`config.mk`:
```
export PLATFORM = sky130hd
export DESIGN_NAME = bram_sweep_reader_flat
export DESIGN_NICKNAME = d
export VERILOG_FILES = /design/src/rtl/bram_sweep_reader_if.sv /design/src/rtl/bram_sweep_reader.sv /design/src/flat_wrapper.sv
export SDC_FILE = /design/constraint.sdc
export NUM_CORES = 1
export LEC_CHECK = 0
export CAP_MARGIN = 20
export CELL_PAD_IN_SITES_DETAIL_PLACEMENT = 0
export CELL_PAD_IN_SITES_GLOBAL_PLACEMENT = 2
export CORE_UTILIZATION = 30
export DETAILED_ROUTE_END_ITERATION = 12
export PLACE_DENSITY = 0.66
export SETUP_SLACK_MARGIN = 0.05
export SYNTH_ARGS = -nofsm -noshare
export SYNTH_HDL_FRONTEND = slang
export SYNTH_SLANG_ARGS = --single-unit
```
`constraint.sdc`:
```
create_clock -name clk -period 5.5 [get_ports clk]
set_input_delay 1.1 -clock clk [delete_from_list [all_inputs] [get_ports clk]]
set_output_delay 1.1 -clock clk [all_outputs]
set_load 0.03 [all_outputs]
```
`src/rtl/bram_sweep_reader_if.sv`:
```
// rtl/bram_sweep_reader_if.sv - block-RAM read port and tagged word stream of the sweep reader
// The master side issues RAM reads and sources words; the slave side is the RAM mux plus consumer.
interface bram_sweep_reader_if #(
  parameter int NUM_BANKS = 52,
  parameter int ADDR_W    = 10,
  parameter int DATA_W    = 9
);
  localparam int BANK_W = (NUM_BANKS > 1) ? $clog2(NUM_BANKS) : 1;

  logic [BANK_W-1:0] bram_bank;
  logic [ADDR_W-1:0] bram_addr;
  logic              bram_ce;
  logic [DATA_W-1:0] bram_dout;

  logic              out_valid;
  logic              out_ready;
  logic [DATA_W-1:0] out_data;
  logic [BANK_W-1:0] out_bank;
  logic [ADDR_W-1:0] out_addr;

  modport master (
    output bram_bank, bram_addr, bram_ce,
    input  bram_dout,
    output out_valid, out_data, out_bank, out_addr,
    input  out_ready
  );

  modport slave (
    input  bram_bank, bram_addr, bram_ce,
    output bram_dout,
    input  out_valid, out_data, out_bank, out_addr,
    output out_ready
  );
endinterface

```
`src/rtl/bram_sweep_reader.sv`:
```
// rtl/bram_sweep_reader.sv - sweeps every block-RAM address into a tagged stream with signature
// Reads are throttled so pipeline plus FIFO occupancy never exceeds FIFO_DEPTH.
module bram_sweep_reader #(
  parameter int NUM_BANKS  = 52,
  parameter int ADDR_W     = 10,
  parameter int DATA_W     = 9,
  parameter int RD_LAT     = 2,
  parameter int FIFO_DEPTH = 4
) (
  input  logic                       clk,
  input  logic                       rst_n,
  input  logic                       start,
  output logic                       busy,
  output logic                       done,
  output logic [31:0]                signature,
  bram_sweep_reader_if.master        rd_if
);
  localparam int BANK_W = (NUM_BANKS > 1) ? $clog2(NUM_BANKS) : 1;
  localparam int PTR_W  = (FIFO_DEPTH > 1) ? $clog2(FIFO_DEPTH) : 1;
  localparam int CNT_W  = $clog2(FIFO_DEPTH + RD_LAT + 1);
  localparam logic [BANK_W-1:0] LAST_BANK = BANK_W'(NUM_BANKS - 1);
  localparam logic [CNT_W-1:0]  DEPTH_C   = CNT_W'(FIFO_DEPTH);

  typedef enum logic [1:0] {S_IDLE, S_RUN, S_DRAIN, S_DONE} state_t;

  state_t              r_state;
  state_t              w_next_state;
  logic [BANK_W-1:0]   r_bank;
  logic [ADDR_W-1:0]   r_addr;
  logic [CNT_W-1:0]    r_in_flight;
  logic [CNT_W-1:0]    r_fifo_count;
  logic [RD_LAT-1:0]   r_pipe_v;
  logic [BANK_W-1:0]   r_pipe_bank [RD_LAT];
  logic [ADDR_W-1:0]   r_pipe_addr [RD_LAT];
  logic [DATA_W-1:0]   r_fifo_data [FIFO_DEPTH];
  logic [BANK_W-1:0]   r_fifo_bank [FIFO_DEPTH];
  logic [ADDR_W-1:0]   r_fifo_addr [FIFO_DEPTH];
  logic [PTR_W-1:0]    r_wr_ptr;
  logic [PTR_W-1:0]    r_rd_ptr;
  logic [31:0]         r_signature;

  logic                w_issue;
  logic                w_last_ptr;
  logic                w_start_ok;
  logic                w_capture;
  logic                w_pop;
  logic [CNT_W-1:0]    w_occupancy;

  function automatic logic [PTR_W-1:0] ptr_inc(input logic [PTR_W-1:0] p);
    return (p == PTR_W'(FIFO_DEPTH - 1)) ? '0 : p + 1'b1;
  endfunction

  assign w_occupancy = r_in_flight + r_fifo_count;
  assign w_last_ptr  = (r_bank == LAST_BANK) && (r_addr == {ADDR_W{1'b1}});
  assign w_start_ok  = (r_state == S_IDLE) && start;
  assign w_capture   = r_pipe_v[RD_LAT-1];
  assign w_pop       = (r_fifo_count != '0) && rd_if.out_ready;

  always_ff @(posedge clk or negedge rst_n) begin
    if (!rst_n) r_state <= S_IDLE;
    else        r_state <= w_next_state;
  end

  always_comb begin
    w_next_state = r_state;
    case (r_state)
      S_IDLE:  if (start) w_next_state = S_RUN;
      S_RUN:   if (w_issue && w_last_ptr) w_next_state = S_DRAIN;
      S_DRAIN: if (r_in_flight == '0 && r_fifo_count == '0) w_next_state = S_DONE;
      S_DONE:  w_next_state = S_IDLE;
      default: w_next_state = S_IDLE;
    endcase
  end

  always_comb begin
    busy    = 1'b0;
    done    = 1'b0;
    w_issue = 1'b0;
    case (r_state)
      S_RUN: begin
        busy    = 1'b1;
        w_issue = (w_occupancy < DEPTH_C);
      end
      S_DRAIN: busy = 1'b1;
      S_DONE:  done = 1'b1;
      default: ;
    endcase
  end

  // The pointer parks on the final address rather than wrapping past the last bank.
  always_ff @(posedge clk or negedge rst_n) begin
    if (!rst_n) begin
      r_bank <= '0;
      r_addr <= '0;
    end else if (w_start_ok) begin
      r_bank <= '0;
      r_addr <= '0;
    end else if (w_issue && !w_last_ptr) begin
      if (r_addr == {ADDR_W{1'b1}}) begin
        r_addr <= '0;
        r_bank <= r_bank + 1'b1;
      end else begin
        r_addr <= r_addr + 1'b1;
      end
    end
  end

  always_ff @(posedge clk or negedge rst_n) begin
    if (!rst_n) begin
      r_pipe_v <= '0;
      for (int i = 0; i < RD_LAT; i++) begin
        r_pipe_bank[i] <= '0;
        r_pipe_addr[i] <= '0;
      end
    end else begin
      r_pipe_v[0]    <= w_issue;
      r_pipe_bank[0] <= r_bank;
      r_pipe_addr[0] <= r_addr;
      for (int i = 1; i < RD_LAT; i++) begin
        r_pipe_v[i]    <= r_pipe_v[i-1];
        r_pipe_bank[i] <= r_pipe_bank[i-1];
        r_pipe_addr[i] <= r_pipe_addr[i-1];
      end
    end
  end

  always_ff @(posedge clk or negedge rst_n) begin
    if (!rst_n) begin
      r_in_flight <= '0;
    end else begin
      case ({w_issue, w_capture})
        2'b10:   r_in_flight <= r_in_flight + 1'b1;
        2'b01:   r_in_flight <= r_in_flight - 1'b1;
        default: r_in_flight <= r_in_flight;
      endcase
    end
  end

  always_ff @(posedge clk) begin
    if (w_capture) begin
      r_fifo_data[r_wr_ptr] <= rd_if.bram_dout;
      r_fifo_bank[r_wr_ptr] <= r_pipe_bank[RD_LAT-1];
      r_fifo_addr[r_wr_ptr] <= r_pipe_addr[RD_LAT-1];
    end
  end

  always_ff @(posedge clk or negedge rst_n) begin
    if (!rst_n) begin
      r_wr_ptr     <= '0;
      r_rd_ptr     <= '0;
      r_fifo_count <= '0;
    end else begin
      if (w_capture) r_wr_ptr <= ptr_inc(r_wr_ptr);
      if (w_pop)     r_rd_ptr <= ptr_inc(r_rd_ptr);
      case ({w_capture, w_pop})
        2'b10:   r_fifo_count <= r_fifo_count + 1'b1;
        2'b01:   r_fifo_count <= r_fifo_count - 1'b1;
        default: r_fifo_count <= r_fifo_count;
      endcase
    end
  end

  always_ff @(posedge clk or negedge rst_n) begin
    if (!rst_n)          r_signature <= '0;
    else if (w_start_ok) r_signature <= '0;
    else if (w_pop)      r_signature <= {r_signature[30:0], r_signature[31]} ^ 32'(rd_if.out_data);
  end

  assign rd_if.bram_ce   = w_issue;
  assign rd_if.bram_bank = r_bank;
  assign rd_if.bram_addr = r_addr;
  assign rd_if.out_valid = (r_fifo_count != '0);
  assign rd_if.out_data  = r_fifo_data[r_rd_ptr];
  assign rd_if.out_bank  = r_fifo_bank[r_rd_ptr];
  assign rd_if.out_addr  = r_fifo_addr[r_rd_ptr];
  assign signature       = r_signature;
endmodule

```
`src/flat_wrapper.sv`:
```
// flat-port wrapper written by rule: the top's interface ports become plain ports
module bram_sweep_reader_flat 
#(
  parameter int NUM_BANKS  = 52,
  parameter int ADDR_W     = 10,
  parameter int DATA_W     = 9,
  parameter int RD_LAT     = 2,
  parameter int FIFO_DEPTH = 4
)
  (clk, rst_n, start, busy, done, signature, rd_if_bram_bank, rd_if_bram_addr, rd_if_bram_ce, rd_if_bram_dout, rd_if_out_valid, rd_if_out_data, rd_if_out_bank, rd_if_out_addr, rd_if_out_ready);
  bram_sweep_reader_if #(.NUM_BANKS(NUM_BANKS), .ADDR_W(ADDR_W), .DATA_W(DATA_W)) rd_if_i ();
  input  logic clk;
  input  logic rst_n;
  input  logic start;
  output logic busy;
  output logic done;
  output logic [31:0] signature;
  output wire logic [$bits(rd_if_i.bram_bank)-1:0] rd_if_bram_bank;
  output wire logic [$bits(rd_if_i.bram_addr)-1:0] rd_if_bram_addr;
  output wire logic [$bits(rd_if_i.bram_ce)-1:0] rd_if_bram_ce;
  input wire logic [$bits(rd_if_i.bram_dout)-1:0] rd_if_bram_dout;
  output wire logic [$bits(rd_if_i.out_valid)-1:0] rd_if_out_valid;
  output wire logic [$bits(rd_if_i.out_data)-1:0] rd_if_out_data;
  output wire logic [$bits(rd_if_i.out_bank)-1:0] rd_if_out_bank;
  output wire logic [$bits(rd_if_i.out_addr)-1:0] rd_if_out_addr;
  input wire logic [$bits(rd_if_i.out_ready)-1:0] rd_if_out_ready;
  assign rd_if_bram_bank = rd_if_i.bram_bank;
  assign rd_if_bram_addr = rd_if_i.bram_addr;
  assign rd_if_bram_ce = rd_if_i.bram_ce;
  assign rd_if_i.bram_dout = rd_if_bram_dout;
  assign rd_if_out_valid = rd_if_i.out_valid;
  assign rd_if_out_data = rd_if_i.out_data;
  assign rd_if_out_bank = rd_if_i.out_bank;
  assign rd_if_out_addr = rd_if_i.out_addr;
  assign rd_if_i.out_ready = rd_if_out_ready;
  bram_sweep_reader #(.NUM_BANKS(NUM_BANKS), .ADDR_W(ADDR_W), .DATA_W(DATA_W), .RD_LAT(RD_LAT), .FIFO_DEPTH(FIFO_DEPTH)) u_core (.clk(clk), .rst_n(rst_n), .start(start), .busy(busy), .done(done), .signature(signature), .rd_if(rd_if_i));
endmodule
```
Yosys cells after proc, flatten, opt, wreduce, memory -nomap -nowiden
Memory sizes are Yosys's and may differ from the RTL's.
Index checks and enable logic that the tools add are counted.

storage, ports and cells
  bits in registers = 94
  RAM bits = 100
  output and inout port bits = 77
  logic and storage cells = 81
  memories = 3

cells by class
  add/sub/neg operators = 9
  magnitude comparators = 1
  equal/unequal tests = 14
  mux-type cells = 21
  bitwise operators = 1
  reductions and logical operators = 19

memory list
  name                depth  width  read ports  clocked after Yosys merged registers in  write ports  line                     source
  u_core.r_fifo_addr  4      10     1           0                                        1            bram_sweep_reader.sv:37  logic [ADDR_W-1:0] r_fifo_addr [FIFO_DEPTH];
  u_core.r_fifo_data  4      9      1           0                                        1            bram_sweep_reader.sv:35  logic [DATA_W-1:0] r_fifo_data [FIFO_DEPTH];
  u_core.r_fifo_bank  4      6      1           0                                        1            bram_sweep_reader.sv:36  logic [BANK_W-1:0] r_fifo_bank [FIFO_DEPTH];

operators by type and width
  operator                                            number
  2-to-1 mux 32 bit                                   2
  XOR 32 x 9 -> 32 bit                                1
  2-to-1 mux 10 bit                                   3
  2-to-1 mux 6 bit                                    3
  == test 2 bit (second input constant)               6
  case mux 3 bit (2 select lines)                     2
  adder 10 x 1 -> 10 bit (second input constant)      1
  == test 10 bit (second input constant)              1
  2-to-1 mux 2 bit                                    5
  nonzero test 2 bit                                  5
  case mux 2 bit (4 select lines)                     1
  adder 3 x 1 -> 3 bit (second input constant)        2
  adder 6 x 1 -> 6 bit (second input constant)        1
  == test 2 x 1 -> 1 bit (second input constant)      3
  == test 6 bit (second input constant)               1
  logical AND 1 bit                                   6
  zero test 3 bit                                     2
  subtractor 3 x 1 -> 3 bit (second input constant)   2
  2-to-1 mux 1 bit                                    5
  adder 2 x 1 -> 2 bit (second input constant)        2
  != test 2 x 1 -> 1 bit (second input constant)      2
  adder 3 bit                                         1
  less-than comparator 3 bit (second input constant)  1
  AND reduction 3 bit                                 1
  6 further kinds                                     6

Longest topological paths before layout
Gate-level depths: netlist (run 1).

  depth in word-level cells = 6
  gate-level depth with buffers = 10

Worst setup path after synthesis (run 1)
OpenSTA, ideal clock, no wires.

  path type = register to output
  from = register u_core.r_rd_ptr[0]
  to = output port rd_if_out_addr[6]
  data arrival time = 1.760 ns
  data required time = 4.400 ns
  slack = 2.640 ns
  stages on the path, launching flop included = 5
  buffers on the path = 3
  path through = dfrtp_1 > buf_2 > buf_4 > buf_2 > mux4_2

on the way
  longest elaborated chain between the ends = 1

ends and longest elaborated chain
  element                   line                      source
  start: declaration        bram_sweep_reader.sv:39   logic [PTR_W-1:0] r_rd_ptr;
  start signal: assignment  bram_sweep_reader.sv:154  if (w_pop) r_rd_ptr <= ptr_inc(r_rd_ptr);
  memory (4 x 10 bit)       n/a
  end: declaration          flat_wrapper.sv:25        output wire logic [$bits(rd_if_i.out_addr)-1:0] rd_if_out_addr;

No other way between the ends.

Worst setup path in the final report (run 1)
  from = register u_core.r_in_flight[1]
  to = output port rd_if_bram_ce

on the way
  longest elaborated chain between the ends = 3

ends and longest elaborated chain
  element                     line                      source
  start: declaration          bram_sweep_reader.sv:30   logic [CNT_W-1:0] r_in_flight;
  start signal: assignment    bram_sweep_reader.sv:132  2'b10: r_in_flight <= r_in_flight + 1'b1;
  start signal: assignment    bram_sweep_reader.sv:133  2'b01: r_in_flight <= r_in_flight - 1'b1;
  start signal: assignment    bram_sweep_reader.sv:134  default: r_in_flight <= r_in_flight;
  adder 3 bit                 bram_sweep_reader.sv:53   assign w_occupancy = r_in_flight + r_fifo_count;
  less-than comparator 3 bit  bram_sweep_reader.sv:82   w_issue = (w_occupancy < DEPTH_C);
  2-to-1 mux 1 bit            bram_sweep_reader.sv:79   case (r_state)
  end: declaration            flat_wrapper.sv:20        output wire logic [$bits(rd_if_i.bram_ce)-1:0] rd_if_bram_ce;

No other way between the ends.

==> metrics.json, run 1 <==
{
  "crit_required": {"value": 4.40, "unit": "ns"},
  "design.die.area": {"value": 25600, "unit": "µm²"},
  "synth_edf_count": {"value": 100},
  "ctsLongestPathBuffers": {"value": 2},
  "initialDrtViolationCount": {"value": 289},
  "num_rows": {"value": 57},
  "synth_area": {"value": 7480, "unit": "µm²"},
  "final_antenna_net_count": {"value": 0},
  "synth.yosys.seq_area_share": {"value": 0.716},
  "cts-buffers-inserted": {"value": 17},
  "critical_path_s_slowest_cell": {"value": "clkdlybuf4s50_1"},
  "detail_route.vias_per_cell": {"value": 4.50},
  "clkPwrFrac": {"value": 0.197},
  "setup_viol": {"value": 0},
  "clk_transition_reported_paths": {"value": 0.07, "unit": "ns"},
  "post_cts_resized": {"value": 0},
  "first_global_vias": {"value": 4344},
  "dr_drc_count": {"value": 0},
  "postSynthNetCount": {"value": 511},
  "cts-hold-fix-buffers": {"value": 0},
  "placed_cell_area": {"value": 8750, "unit": "µm²"},
  "final.hold.worst_slack": {"value": 0.347, "unit": "ns"},
  "outcome": {"value": "completed"},
  "fp.dieW": {"value": 160, "unit": "µm"},
  "floorplan.initialDensity": {"value": 0.307},
  "dp_hpwl": {"value": 9750, "unit": "µm"},
  "switchingPower": {"value": 2.29, "unit": "mW"},
  "grt_first_pass_wirelength": {"value": 24200, "unit": "µm"},
  "design.core.area": {"value": 24400, "unit": "µm²"},
  "antenna_found_initial": {"value": 0},
  "worstPathBufferInverterCount": {"value": 3},
  "drv_cap": {"value": 0},
  "cpPeakStageDelay": {"value": 0.70, "unit": "ns"},
  "syn-instance-count": {"value": 481},
  "intPower": {"value": 3.78, "unit": "mW"},
  "timing.critical_path.cells": {"value": "ha_1 -> a31oi_1 -> xnor2_1 -> buf_4 -> nand2_1 -> inv_1 -> clkdlybuf4s50_1"},
  "ctsRootBufferMaster": {"value": "clkbuf_16"},
  "drt_pre_antenna_iters": {"value": 4},
  "synth_flop_cell": {"value": "edfxtp_1"},
  "setup_slack": {"value": 1.67, "unit": "ns"},
  "rsz0062_at_grt": {"value": "false"},
  "pwr_density_cell": {"value": 651, "unit": "nW/µm²"},
  "clk_latency": {"value": 0.42, "unit": "ns"},
  "number_of_port_buffers": {"value": 89},
  "hp-class": {"value": "reg2reg"},
  "grt_overflow_total": {"value": 0},
  "timing_max_transition_violations_final": {"value": 0},
  "wl": {"value": 15100, "unit": "µm"},
  "layout-drive-gt1-share": {"value": 0.125},
  "route.vias.total": {"value": 4110},
  "top_level_ports": {"value": 90},
  "layout.nets": {"value": 607},
  "routedWlPerCell": {"value": 16.5, "unit": "µm"},
  "avgSynthCellArea": {"value": 15.5, "unit": "µm²"},
  "finalInstanceArea": {"value": 9320, "unit": "µm²"},
  "finalCriticalPeriod": {"value": 3.83, "unit": "ns"},
  "post-route-period-util": {"value": 0.696},
  "sequentialPowerShare": {"value": 0.405},
  "gpl.final_weighted_congestion": {"value": 0.695},
  "n_antenna_cell": {"value": 0},
  "area_delta_synth_final": {"value": 24.7, "unit": "%"},
  "non_filler_instances": {"value": 914},
  "max_ir_drop_vdd": {"value": 0.233, "unit": "mV"},
  "h-tree-depth": {"value": 4},
  "final_util": {"value": 0.382},
  "number_of_distinct_library_cells_after_synthesis": {"value": 46},
  "preCtsSetupSlack": {"value": 1.99, "unit": "ns"},
  "cts_setup_buffers": {"value": 0},
  "power.switching_fraction": {"value": 0.378},
  "slew-limit-headroom": {"value": 0.355},
  "yosys_warnings": {"value": 0},
  "grt_max_degree": {"value": 55},
  "tightestPinTransition": {"value": 0.965, "unit": "ns"},
  "path_class": {"value": "reg2out"},
  "grt.total_usage": {"value": 0.125},
  "setup-tns-final": {"value": 0, "unit": "ns"},
  "pwr-share-comb": {"value": 0.397},
  "critical_path.startpoint_type": {"value": "flop"},
  "worstSetupEndpointType": {"value": "output port"},
  "cts_num_sinks": {"value": 194},
  "static-leakage-power": {"value": 3.38, "unit": "nW"},
  "tritoncts": {"value": "built"},
  "maxClockFrequency": {"value": 0.261, "unit": "GHz"},
  "total_power": {"value": 6.07, "unit": "mW"},
  "synth_seq_cells": {"value": 194},
  "dp.cells": {"value": 882},
  "critPathTopFamily": {"value": "buffers and inverters"},
  "cp_max_fo": {"value": 13},
  "floorplan.die.height": {"value": 160, "unit": "µm"},
  "timing.critical_path.arrival": {"value": 2.73, "unit": "ns"},
  "clock_skew": {"value": 0.0113, "unit": "ns"},
  "timing.final.hold_violations": {"value": 0},
  "fraction_of_synthesis_flops_using_an_asynchronous_set_or_reset_pin": {"value": 0.485}
}
## worst paths after layout
path	startpoint	to	slack [ns]	cells after the start
worst max-delay path	u_core.r_in_flight[1]$_DFFE_PN0P_	rd_if_bram_ce	1.67	7
worst min-delay path	u_core.r_pipe_addr[16]$_DFF_PN0_	u_core.r_pipe_addr[6]$_DFF_PN0_	0.35	0
worst max register to register	u_core.r_fifo_count[0]$_DFFE_PN0P_	u_core.r_fifo_count[2]$_DFFE_PN0P_	2.83	9
worst min register to register	u_core.r_pipe_addr[16]$_DFF_PN0_	u_core.r_pipe_addr[6]$_DFF_PN0_	0.35	0
max in group asynchronous	rst_n	u_core.r_pipe_addr[3]$_DFF_PN0_	3.78	2
min in group asynchronous	rst_n	u_core.signature[16]$_DFFE_PN0P_	0.72	1
## routing by layer
layer | track usage | part of all wire | up-vias | wire length, µm
met5 | 0 | 0 | - | 0
met4 | 0.0429 | 0.010 | 0 | 153
met3 | 0.0288 | 0.031 | 10 | 474
met2 | 0.217 | 0.51 | 70 | 7760
met1 | 0.153 | 0.44 | 2084 | 6690
li1 | - | - | 1946 | -
## synth_stat cells, types with 2 or more instances
master,number,share of area
buf_4,2,0.0020
nand3_1,4,0.0027
inv_1,15,0.0075
and2_1,6,0.0050
o21ai_0,6,0.0040
nand4_1,12,0.010
ha_1,15,0.025
or3_1,5,0.0042
dfrtp_1,94,0.31
a21oi_1,27,0.018
xor2_1,9,0.011
a211oi_1,9,0.0090
a31o_1,2,0.0023
buf_2,4,0.0027
nand2_1,60,0.030
and3_1,3,0.0025
fa_1,2,0.0054
edfxtp_1,100,0.40
clkbuf_1,15,0.0075
xnor2_1,16,0.019
nor2_1,24,0.012
nor3_1,3,0.0020
mux4_2,25,0.075
## flip-flops by register name, summed over array words and instances, names as in the netlist, 6 cells and up
register                flops
u_core.r_fifo_data         36
u_core.rd_if.bram_bank      6
u_core.rd_if.bram_addr     10
u_core.r_fifo_addr         40
u_core.r_pipe_bank         12
u_core.signature           32
u_core.r_fifo_bank         24
u_core.r_pipe_addr         20
## logic make-up (layout without fill, tap and decap cells)
| family | count (synthesis) | count (layout) | synth area share |
|---|---|---|---|
| and+or+nand+nor | 127 | 127 | 0.0792 |
| AOI/OAI and AO/OA | 53 | 53 | 0.0449 |
| muxes | 28 | 28 | 0.0797 |
| DFF | 194 | 194 | 0.716 |
| adders and majority gates | 17 | 17 | 0.0305 |
| buffers and inverters | 37 | 146 | 0.0202 |
| xor gates and xnor gates | 25 | 25 | 0.0293 |
## worst register-to-register path, stage by stage, from the launching register on
cell	delay, ns
dfrtp_1	0.42
or3_1	0.45
nand2_1	0.75
inv_2	0.07
ha_1	0.26
inv_1	0.08
fa_1	0.18
xor2_1	0.15
nor2_1	0.06
xor2_1	0.14
## power by group through the flow
stage / Combinational, mW / Sequential (mW) / Clock, mW
global placement: 2.42 / 2.47 / 0
detailed placement: 2.45 / 2.50 / 0
CTS: 2.46 / 2.48 / 1.23
finish: 2.41 / 2.46 / 1.20
global route: 2.59 / 2.53 / 1.29
floorplan: 1.34 / 2.61 / 0
## area by class of cell
| type | instances | area [µm²] |
|---|---|---|
| Clock buffer | 19 | 453 |
| Clock inverter | 13 | 124 |
| Fill cell | 2284 | 15100 |
| Inverter | 16 | 60.1 |
| Multi-Input combinational cell | 250 | 1970 |
| Sequential cell | 194 | 5360 |
| Tap cell | 324 | 405 |
| Timing Repair Buffer | 98 | 956 |
## layout by cell type, fill, tap and decap left out, types with 2 or more instances in the layout
cell	n
nor2_1	24
nand4_1	12
nand2_1	60
dfrtp_1	93
clkdlybuf4s50_1	88
a21oi_1	27
clkbuf_8	2
o21ai_0	6
nand3_1	4
a211oi_1	9
clkinvlp_4	2
and2_1	6
mux4_2	25
xnor2_1	16
a31o_1	2
inv_6	5
buf_4	10
fa_1	2
clkinv_2	3
nor3_1	3
ha_1	15
and3_1	3
clkbuf_16	17
inv_1	15
or3_1	5
xor2_1	9
edfxtp_1	100
Note: power is estimated with default switching activity, not from simulation.
==> run 2, diff against run 1 <==
--- a/config.mk
+++ b/config.mk
@@ -10,7 +10,7 @@
 export CELL_PAD_IN_SITES_GLOBAL_PLACEMENT = 2
 export CORE_UTILIZATION = 30
 export DETAILED_ROUTE_END_ITERATION = 12
-export PLACE_DENSITY = 0.66
+export PLACE_DENSITY = 0.69
 export SETUP_SLACK_MARGIN = 0.05
 export SYNTH_ARGS = -nofsm -noshare
 export SYNTH_HDL_FRONTEND = slang
==> constraint.sdc (replaced) <==
create_clock -name clk -period 3.3 [get_ports clk]
set_input_delay 0.66 -clock clk [delete_from_list [all_inputs] [get_ports clk]]
set_output_delay 0.66 -clock clk [all_outputs]
set_load 0.03 [all_outputs]
==> metrics.json, run 2 (synthesis results as in run 1) <==
{
  "outcome": {"value": "completed", "change": "unchanged"},
  "setup-tns-final": {"value": 0, "unit": "ns", "change": "unchanged"},
  "intPower": {"value": 6.34, "unit": "mW", "change": "was 3.78 mW"},
  "max_ir_drop_vdd": {"value": 0.513, "unit": "mV", "change": "was 0.233 mV"},
  "floorplan.initialDensity": {"value": 0.307, "change": "unchanged"},
  "top_level_ports": {"value": 90, "change": "unchanged"},
  "grt_overflow_total": {"value": 0, "change": "unchanged"},
  "nFillCells": {"value": 2300, "change": "was 2284"},
  "design.die.area": {"value": 25600, "unit": "µm²", "change": "unchanged"},
  "route.vias.total": {"value": 4130, "change": "was 4110"},
  "finalInstanceArea": {"value": 9380, "unit": "µm²", "change": "was 9320 µm²"},
  "timing.reg2reg.worst_path_depth": {"value": 11, "change": "was 9"},
  "number_of_port_buffers": {"value": 89, "change": "unchanged"},
  "drt_pre_antenna_iters": {"value": 5, "change": "was 4"},
  "dr_drc_count": {"value": 0, "change": "unchanged"},
  "grt_max_degree": {"value": 53, "change": "was 55"},
  "detail_route.vias_per_cell": {"value": 4.51, "change": "was 4.50"},
  "antenna_found_initial": {"value": 0, "change": "unchanged"},
  "worstReg2RegStart": {"value": "u_core.r_fifo_count[1]$_DFFE_PN0P_", "change": "was u_core.r_fifo_count[0]$_DFFE_PN0P_"},
  "design.core.area": {"value": 24400, "unit": "µm²", "change": "unchanged"},
  "grt_first_pass_wirelength": {"value": 24500, "unit": "µm", "change": "was 24200 µm"},
  "maxClockFrequency": {"value": 0.327, "unit": "GHz"},
  "wl": {"value": 15200, "unit": "µm", "change": "was 15100 µm"},
  "tightestPinTransition": {"value": 0.600, "unit": "ns", "change": "was 0.965 ns"},
  "pwr_density_cell": {"value": 1090, "unit": "nW/µm²", "change": "was 651 nW/µm²"},
  "timing.critical_path.arrival": {"value": 2.40, "unit": "ns", "change": "was 2.73 ns"},
  "clk_latency": {"value": 0.42, "unit": "ns", "change": "about the same"},
  "static-leakage-power": {"value": 3.41, "unit": "nW", "change": "was 3.38 nW"},
  "timing_max_transition_violations_final": {"value": 0, "change": "unchanged"},
  "finalCriticalPeriod": {"value": 3.06, "unit": "ns"},
  "routedWlPerCell": {"value": 16.6, "unit": "µm", "change": "was 16.5 µm"},
  "most-common-layout-cells": {"value": "edfxtp_1, dfrtp_1, clkdlybuf4s50_1", "change": "unchanged"},
  "cts_num_sinks": {"value": 194, "change": "unchanged"},
  "setup_viol": {"value": 0, "change": "unchanged"},
  "drv_cap": {"value": 0, "change": "unchanged"},
  "gpl.final_weighted_congestion": {"value": 0.714, "change": "was 0.695"},
  "largest_register_ff_count": {"value": 40, "change": "unchanged"},
  "sequentialPowerShare": {"value": 0.396, "change": "was 0.405"},
  "switchingPower": {"value": 3.84, "unit": "mW", "change": "was 2.29 mW"},
  "regMostFlops": {"value": "u_core.r_fifo_addr", "change": "unchanged"},
  "layout.nets": {"value": 609, "change": "was 607"},
  "critical_path.startpoint_type": {"value": "flop", "change": "unchanged"},
  "dp_hpwl": {"value": 10100, "unit": "µm", "change": "was 9750 µm"},
  "ctsLongestPathBuffers": {"value": 2, "change": "unchanged"},
  "h-tree-depth": {"value": 4, "change": "unchanged"},
  "rsz0062_at_grt": {"value": "false", "change": "unchanged"},
  "final.hold.worst_slack": {"value": 0.216, "unit": "ns", "change": "was 0.347 ns"},
  "hp-class": {"value": "in2async", "change": "was reg2reg"},
  "placed_cell_area": {"value": 8810, "unit": "µm²", "change": "was 8750 µm²"},
  "clkPwrFrac": {"value": 0.195, "change": "was 0.197"},
  "num_rows": {"value": 57, "change": "unchanged"},
  "floorplan.die.height": {"value": 160, "unit": "µm", "change": "unchanged"},
  "slew-limit-headroom": {"value": 0.600, "change": "was 0.355"},
  "timing.final.hold_violations": {"value": 0, "change": "unchanged"},
  "n_antenna_cell": {"value": 0, "change": "unchanged"},
  "power.switching_fraction": {"value": 0.377, "change": "was 0.378"},
  "first_global_vias": {"value": 4287, "change": "was 4344"},
  "grt.total_usage": {"value": 0.126, "change": "was 0.125"},
  "area_delta_synth_final": {"value": 25.5, "unit": "%", "change": "was 24.7%"},
  "path_class": {"value": "reg2out", "change": "unchanged"},
  "fp.dieW": {"value": 160, "unit": "µm", "change": "unchanged"},
  "cts-hold-fix-buffers": {"value": 0, "change": "unchanged"},
  "timing.rr.end": {"value": "u_core.r_in_flight[2]$_DFFE_PN0P_", "change": "was u_core.r_fifo_count[2]$_DFFE_PN0P_"},
  "setup.reg_to_reg.worst_slack": {"value": 0.80, "unit": "ns", "change": "was 2.83 ns"},
  "clock_skew": {"value": 0.00960, "unit": "ns", "change": "was 0.0113 ns"},
  "post-route-period-util": {"value": 0.926},
  "final_antenna_net_count": {"value": 0, "change": "unchanged"},
  "cp_max_fo": {"value": 15, "change": "was 13"},
  "ctsRootBufferMaster": {"value": "clkbuf_16", "change": "unchanged"},
  "layout-drive-gt1-share": {"value": 0.130, "change": "was 0.125"},
  "crit_required": {"value": 2.64, "unit": "ns", "change": "was 4.40 ns"},
  "clk_transition_reported_paths": {"value": 0.07, "unit": "ns", "change": "about the same"},
  "tritoncts": {"value": "built", "change": "unchanged"},
  "initialDrtViolationCount": {"value": 243, "change": "was 289"},
  "layout.cells.most_common": {"value": "edfxtp_1", "change": "unchanged"},
  "cts-buffers-inserted": {"value": 17, "change": "unchanged"},
  "worstSetupEndpointType": {"value": "output port", "change": "unchanged"},
  "pwr-share-comb": {"value": 0.409, "change": "was 0.397"}
}
==> run 2: stage by stage <==
stage | std cells | setup slack [ns] | utilization | total power [mW]
floorplan | 481 | 0.875 | - | 6.59
global placement | 884 | 0.564 | 0.361 | 8.24
detailed placement | 884 | 0.558 | 0.361 | 8.35
CTS | 916 | 0.0765 | 0.385 | 10.4
global route | 916 | 0.130 | 0.385 | 10.8
finish | 916 | 0.245 | 0.385 | 10.2
==> run 2: power groups by stage <==
| stage | sequential [mW] | clock [mW] | combinational, mW |
|---|---|---|---|
| floorplan | 4.36 | 0 | 2.23 |
| global placement | 4.06 | 0 | 4.18 |
| detailed placement | 4.10 | 0 | 4.24 |
| CTS | 4.06 | 2.06 | 4.26 |
| global route | 4.14 | 2.14 | 4.49 |
| finish | 4.03 | 1.98 | 4.17 |
==> run 2: critical path: stages, from the launching register on <==
cell and delay (ns):
dfrtp_4 0.60, buf_12 0.23, mux4_2 0.52, clkdlybuf4s50_1 0.61
==> run 2: worst max-delay path by stage <==
| stage | cells after the start | slack (ns) | end | startpoint |
|---|---|---|---|---|
| floorplan | 10 | 0.88 | u_core.r_fifo_count[2]$_DFFE_PN0P_ | u_core.r_fifo_count[0]$_DFFE_PN0P_ |
| global placement | 3 | 0.56 | rd_if_out_addr[7] | u_core.r_rd_ptr[0]$_DFFE_PN0P_ |
| detailed placement | 3 | 0.56 | rd_if_out_addr[7] | u_core.r_rd_ptr[0]$_DFFE_PN0P_ |
| CTS | 3 | 0.08 | rd_if_out_addr[7] | u_core.r_rd_ptr[0]$_DFFE_PN0P_ |
| global route | 3 | 0.13 | rd_if_out_addr[7] | u_core.r_rd_ptr[0]$_DFFE_PN0P_ |
| finish | 3 | 0.24 | rd_if_out_addr[7] | u_core.r_rd_ptr[0]$_DFFE_PN0P_ |
==> run 2: layer usage <==
metal / vias up / share of wire / global-route usage
li1: 1954 / - / -
met1: 2085 / 0.45 / 0.161
met2: 78 / 0.51 / 0.211
met3: 13 / 0.030 / 0.0273
met4: 0 / 0.013 / 0.0442
met5: - / 0 / 0
==> run 2: repair_timing <==
item	in CTS	in global routing
setup endpoints to repair	0	10
setup buffers	0	0
resized for setup	0	1
==> run 2: final cells by class <==
type	count	area (µm²)	share of cell area
Sequential cell	194	5360	0.571
Multi-Input combinational cell	250	1970	0.210
Timing Repair Buffer	100	1020	0.109
Clock buffer	19	464	0.0495
Tap cell	324	405	0.0432
Clock inverter	13	106	0.0113
Inverter	16	60.1	0.00640
==> run 3, diff against run 2 <==
--- a/config.mk
+++ b/config.mk
@@ -8,9 +8,9 @@
 export CAP_MARGIN = 20
 export CELL_PAD_IN_SITES_DETAIL_PLACEMENT = 0
 export CELL_PAD_IN_SITES_GLOBAL_PLACEMENT = 2
-export CORE_UTILIZATION = 30
+export CORE_UTILIZATION = 36
 export DETAILED_ROUTE_END_ITERATION = 12
-export PLACE_DENSITY = 0.69
+export PLACE_DENSITY = 0.79
 export SETUP_SLACK_MARGIN = 0.05
 export SYNTH_ARGS = -nofsm -noshare
 export SYNTH_HDL_FRONTEND = slang
==> metrics.json, run 3 (synthesis results as in run 1) <==
{
  "timing.final.hold_violations": {"value": 0, "change": "unchanged"},
  "wl": {"value": 14700, "unit": "µm", "change": "was 15200 µm"},
  "maxClockFrequency": {"value": 0.327, "unit": "GHz", "change": "about the same"},
  "nFillCells": {"value": 1804, "change": "was 2300"},
  "layout.nets": {"value": 611, "change": "was 609"},
  "finalInstanceArea": {"value": 9330, "unit": "µm²", "change": "was 9380 µm²"},
  "n_antenna_cell": {"value": 0, "change": "unchanged"},
  "layout-drive-gt1-share": {"value": 0.131, "change": "was 0.130"},
  "critical_path.startpoint_type": {"value": "flop", "change": "unchanged"},
  "intPower": {"value": 6.36, "unit": "mW", "change": "was 6.34 mW"},
  "timing.critical_path.arrival": {"value": 2.40, "unit": "ns", "change": "about the same"},
  "grt_first_pass_wirelength": {"value": 24000, "unit": "µm", "change": "was 24500 µm"},
  "most-common-layout-cells": {"value": "edfxtp_1, dfrtp_1, clkdlybuf4s50_1", "change": "unchanged"},
  "routedWlPerCell": {"value": 17.0, "unit": "µm", "change": "was 16.6 µm"},
  "clkPwrFrac": {"value": 0.202, "change": "was 0.195"},
  "tightestPinTransition": {"value": 0.597, "unit": "ns", "change": "was 0.600 ns"},
  "path_class": {"value": "reg2out", "change": "unchanged"},
  "use_met1": {"value": 0.186, "change": "was 0.161"},
  "combined_area_of_the_multi_input_logic_cells": {"value": 1970, "unit": "µm²", "change": "unchanged"},
  "floorplan.initialDensity": {"value": 0.368, "change": "was 0.307"},
  "sequentialPowerShare": {"value": 0.397, "change": "was 0.396"},
  "global_route.peak_usage_layer": {"value": "met2", "change": "unchanged"},
  "switchingPower": {"value": 3.81, "unit": "mW", "change": "was 3.84 mW"},
  "pwr-share-comb": {"value": 0.401, "change": "was 0.409"},
  "seqCellArea": {"value": 5360, "unit": "µm²", "change": "unchanged"},
  "post-route-period-util": {"value": 0.926, "change": "about the same"},
  "ctsLongestPathBuffers": {"value": 2, "change": "unchanged"},
  "power.switching_fraction": {"value": 0.374, "change": "was 0.377"},
  "cp_max_fo": {"value": 15, "change": "unchanged"},
  "slew-limit-headroom": {"value": 0.602, "change": "was 0.600"},
  "setup-tns-final": {"value": 0, "unit": "ns", "change": "unchanged"},
  "gpl.final_weighted_congestion": {"value": 0.782, "change": "was 0.714"},
  "clk_transition_reported_paths": {"value": 0.07, "unit": "ns", "change": "about the same"},
  "grt_max_degree": {"value": 53, "change": "unchanged"},
  "met2_usage": {"value": 0.253, "change": "was 0.211"},
  "static-leakage-power": {"value": 3.43, "unit": "nW", "change": "was 3.41 nW"},
  "first_global_vias": {"value": 4377, "change": "was 4287"},
  "setup_viol": {"value": 0, "change": "unchanged"},
  "cpPeakStageDelay": {"value": 0.62, "unit": "ns", "change": "was 0.61 ns"},
  "rsz0062_at_grt": {"value": "false", "change": "unchanged"},
  "final_antenna_net_count": {"value": 0, "change": "unchanged"},
  "tritoncts": {"value": "built", "change": "unchanged"},
  "cts-hold-fix-buffers": {"value": 0, "change": "unchanged"},
  "pwr_density_cell": {"value": 1090, "unit": "nW/µm²", "change": "about the same"},
  "route.vias.total": {"value": 4106, "change": "was 4130"},
  "num_rows": {"value": 52, "change": "was 57"},
  "top_level_ports": {"value": 90, "change": "unchanged"},
  "ctsRootBufferMaster": {"value": "clkbuf_16", "change": "unchanged"},
  "dr_drc_count": {"value": 0, "change": "unchanged"},
  "clk_latency": {"value": 0.43, "unit": "ns", "change": "was 0.42 ns"},
  "cts-buffers-inserted": {"value": 17, "change": "unchanged"},
  "drv_cap": {"value": 0, "change": "unchanged"},
  "cts_num_sinks": {"value": 194, "change": "unchanged"},
  "floorplan.die.height": {"value": 146, "unit": "µm", "change": "was 160 µm"},
  "final_util": {"value": 0.460, "change": "was 0.385"},
  "worstSetupEndpointType": {"value": "output port", "change": "unchanged"},
  "crit_required": {"value": 2.64, "unit": "ns", "change": "about the same"},
  "layout.cells.most_common": {"value": "edfxtp_1", "change": "unchanged"},
  "timing.critical_path.cells": {"value": "buf_12 -> mux4_2 -> clkdlybuf4s50_1", "change": "unchanged"},
  "h-tree-depth": {"value": 4, "change": "unchanged"},
  "global_route.usage.met3": {"value": 0.0338, "change": "was 0.0273"},
  "placed_cell_area": {"value": 8730, "unit": "µm²", "change": "was 8810 µm²"},
  "finalCriticalPeriod": {"value": 3.06, "unit": "ns", "change": "about the same"},
  "max_ir_drop_vdd": {"value": 0.545, "unit": "mV", "change": "was 0.513 mV"},
  "critical_path_s_slowest_cell": {"value": "dfrtp_4", "change": "was clkdlybuf4s50_1"},
  "grt.total_usage": {"value": 0.149, "change": "was 0.126"},
  "clock_skew": {"value": 0.0114, "unit": "ns", "change": "was 0.00960 ns"},
  "regMostFlops": {"value": "u_core.r_fifo_addr", "change": "unchanged"},
  "design.die.area": {"value": 21300, "unit": "µm²", "change": "was 25600 µm²"},
  "design.core.area": {"value": 20300, "unit": "µm²", "change": "was 24400 µm²"},
  "area_delta_synth_final": {"value": 24.9, "unit": "%", "change": "was 25.5%"},
  "hp-class": {"value": "in2async", "change": "unchanged"},
  "antenna_found_initial": {"value": 0, "change": "unchanged"},
  "initialDrtViolationCount": {"value": 224, "change": "was 243"},
  "grt_overflow_total": {"value": 0, "change": "unchanged"},
  "timing_max_transition_violations_final": {"value": 0, "change": "unchanged"},
  "fp.dieW": {"value": 146, "unit": "µm", "change": "was 160 µm"},
  "detail_route.vias_per_cell": {"value": 4.75, "change": "was 4.51"},
  "largest_register_ff_count": {"value": 40, "change": "unchanged"},
  "outcome": {"value": "completed", "change": "unchanged"},
  "drt_pre_antenna_iters": {"value": 4, "change": "was 5"},
  "number_of_port_buffers": {"value": 89, "change": "unchanged"},
  "dp_hpwl": {"value": 9720, "unit": "µm", "change": "was 10100 µm"}
}
==> run 3: metrics by stage <==
stage | setup slack (ns) | total power, mW | instances | hold WS [ns]
after floorplan | 0.875 | 6.59 | 481 | 0.331
after global placement | 0.572 | 8.14 | 832 | 0.332
after detailed placement | 0.547 | 8.24 | 832 | 0.335
after CTS | 0.0837 | 10.3 | 864 | 0.240
after global routing | 0.149 | 10.7 | 864 | 0.256
final | 0.243 | 10.2 | 864 | 0.218
==> run 3: layer usage <==
layer  part of all wire  routed length (µm)
met3              0.030                 436
met1               0.44                6430
met4              0.017                 251
met5                  0                   0
met2               0.52                7570
==> run 3: power groups by stage <==
stage                     sequential (mW)  clock (mW)  combinational (mW)
final                                4.04        2.06                4.07
after global routing                 4.15        2.21                4.39
after CTS                            4.05        2.11                4.16
after detailed placement             4.10           0                4.14
after global placement               4.04           0                4.10
after floorplan                      4.36           0                2.23
==> run 3: final cells by class <==
| type | count | share of cell area |
|---|---|---|
| sequential | 194 | 0.574 |
| multi-input combinational | 250 | 0.211 |
| tap | 270 | 0.0362 |
| clock buffer | 17 | 0.0456 |
| timing repair buffer | 102 | 0.109 |
| clock inverter | 15 | 0.0181 |
| inverter | 16 | 0.00643 |
==> run 3: timing repair <==
item / 4_1_cts / 5_1_grt
buffers inserted: 0 / 0
endpoints found under the setup margin: 0 / 11
gates resized for setup: 0 / 2
==> run 3: critical path: cells and delay by family, from the launching register on <==
family	cells	cell delay (ns)
flip-flops	1	0.62
multiplexers	1	0.51
buffers and inverters	2	0.84
==> run 3: worst paths after layout <==
check / endpoint / from / cells after the start / slack (ns)
setup / recovery: rd_if_out_addr[2] / u_core.r_rd_ptr[0]$_DFFE_PN0P_ / 3 / 0.24
hold / removal: u_core.signature[17]$_DFFE_PN0P_ / rst_n / 1 / 0.22
setup reg to reg: u_core.rd_if.bram_addr[4]$_DFFE_PN0P_ / u_core.rd_if.bram_bank[0]$_DFFE_PN0P_ / 6 / 0.97
hold reg to reg: u_core.r_pipe_addr[6]$_DFF_PN0_ / u_core.r_pipe_addr[16]$_DFF_PN0_ / 0 / 0.35
max in group asynchronous: u_core.signature[22]$_DFFE_PN0P_ / rst_n / 2 / 2.37
min in group clk: u_core.r_pipe_addr[6]$_DFF_PN0_ / u_core.r_pipe_addr[16]$_DFF_PN0_ / 0 / 0.35
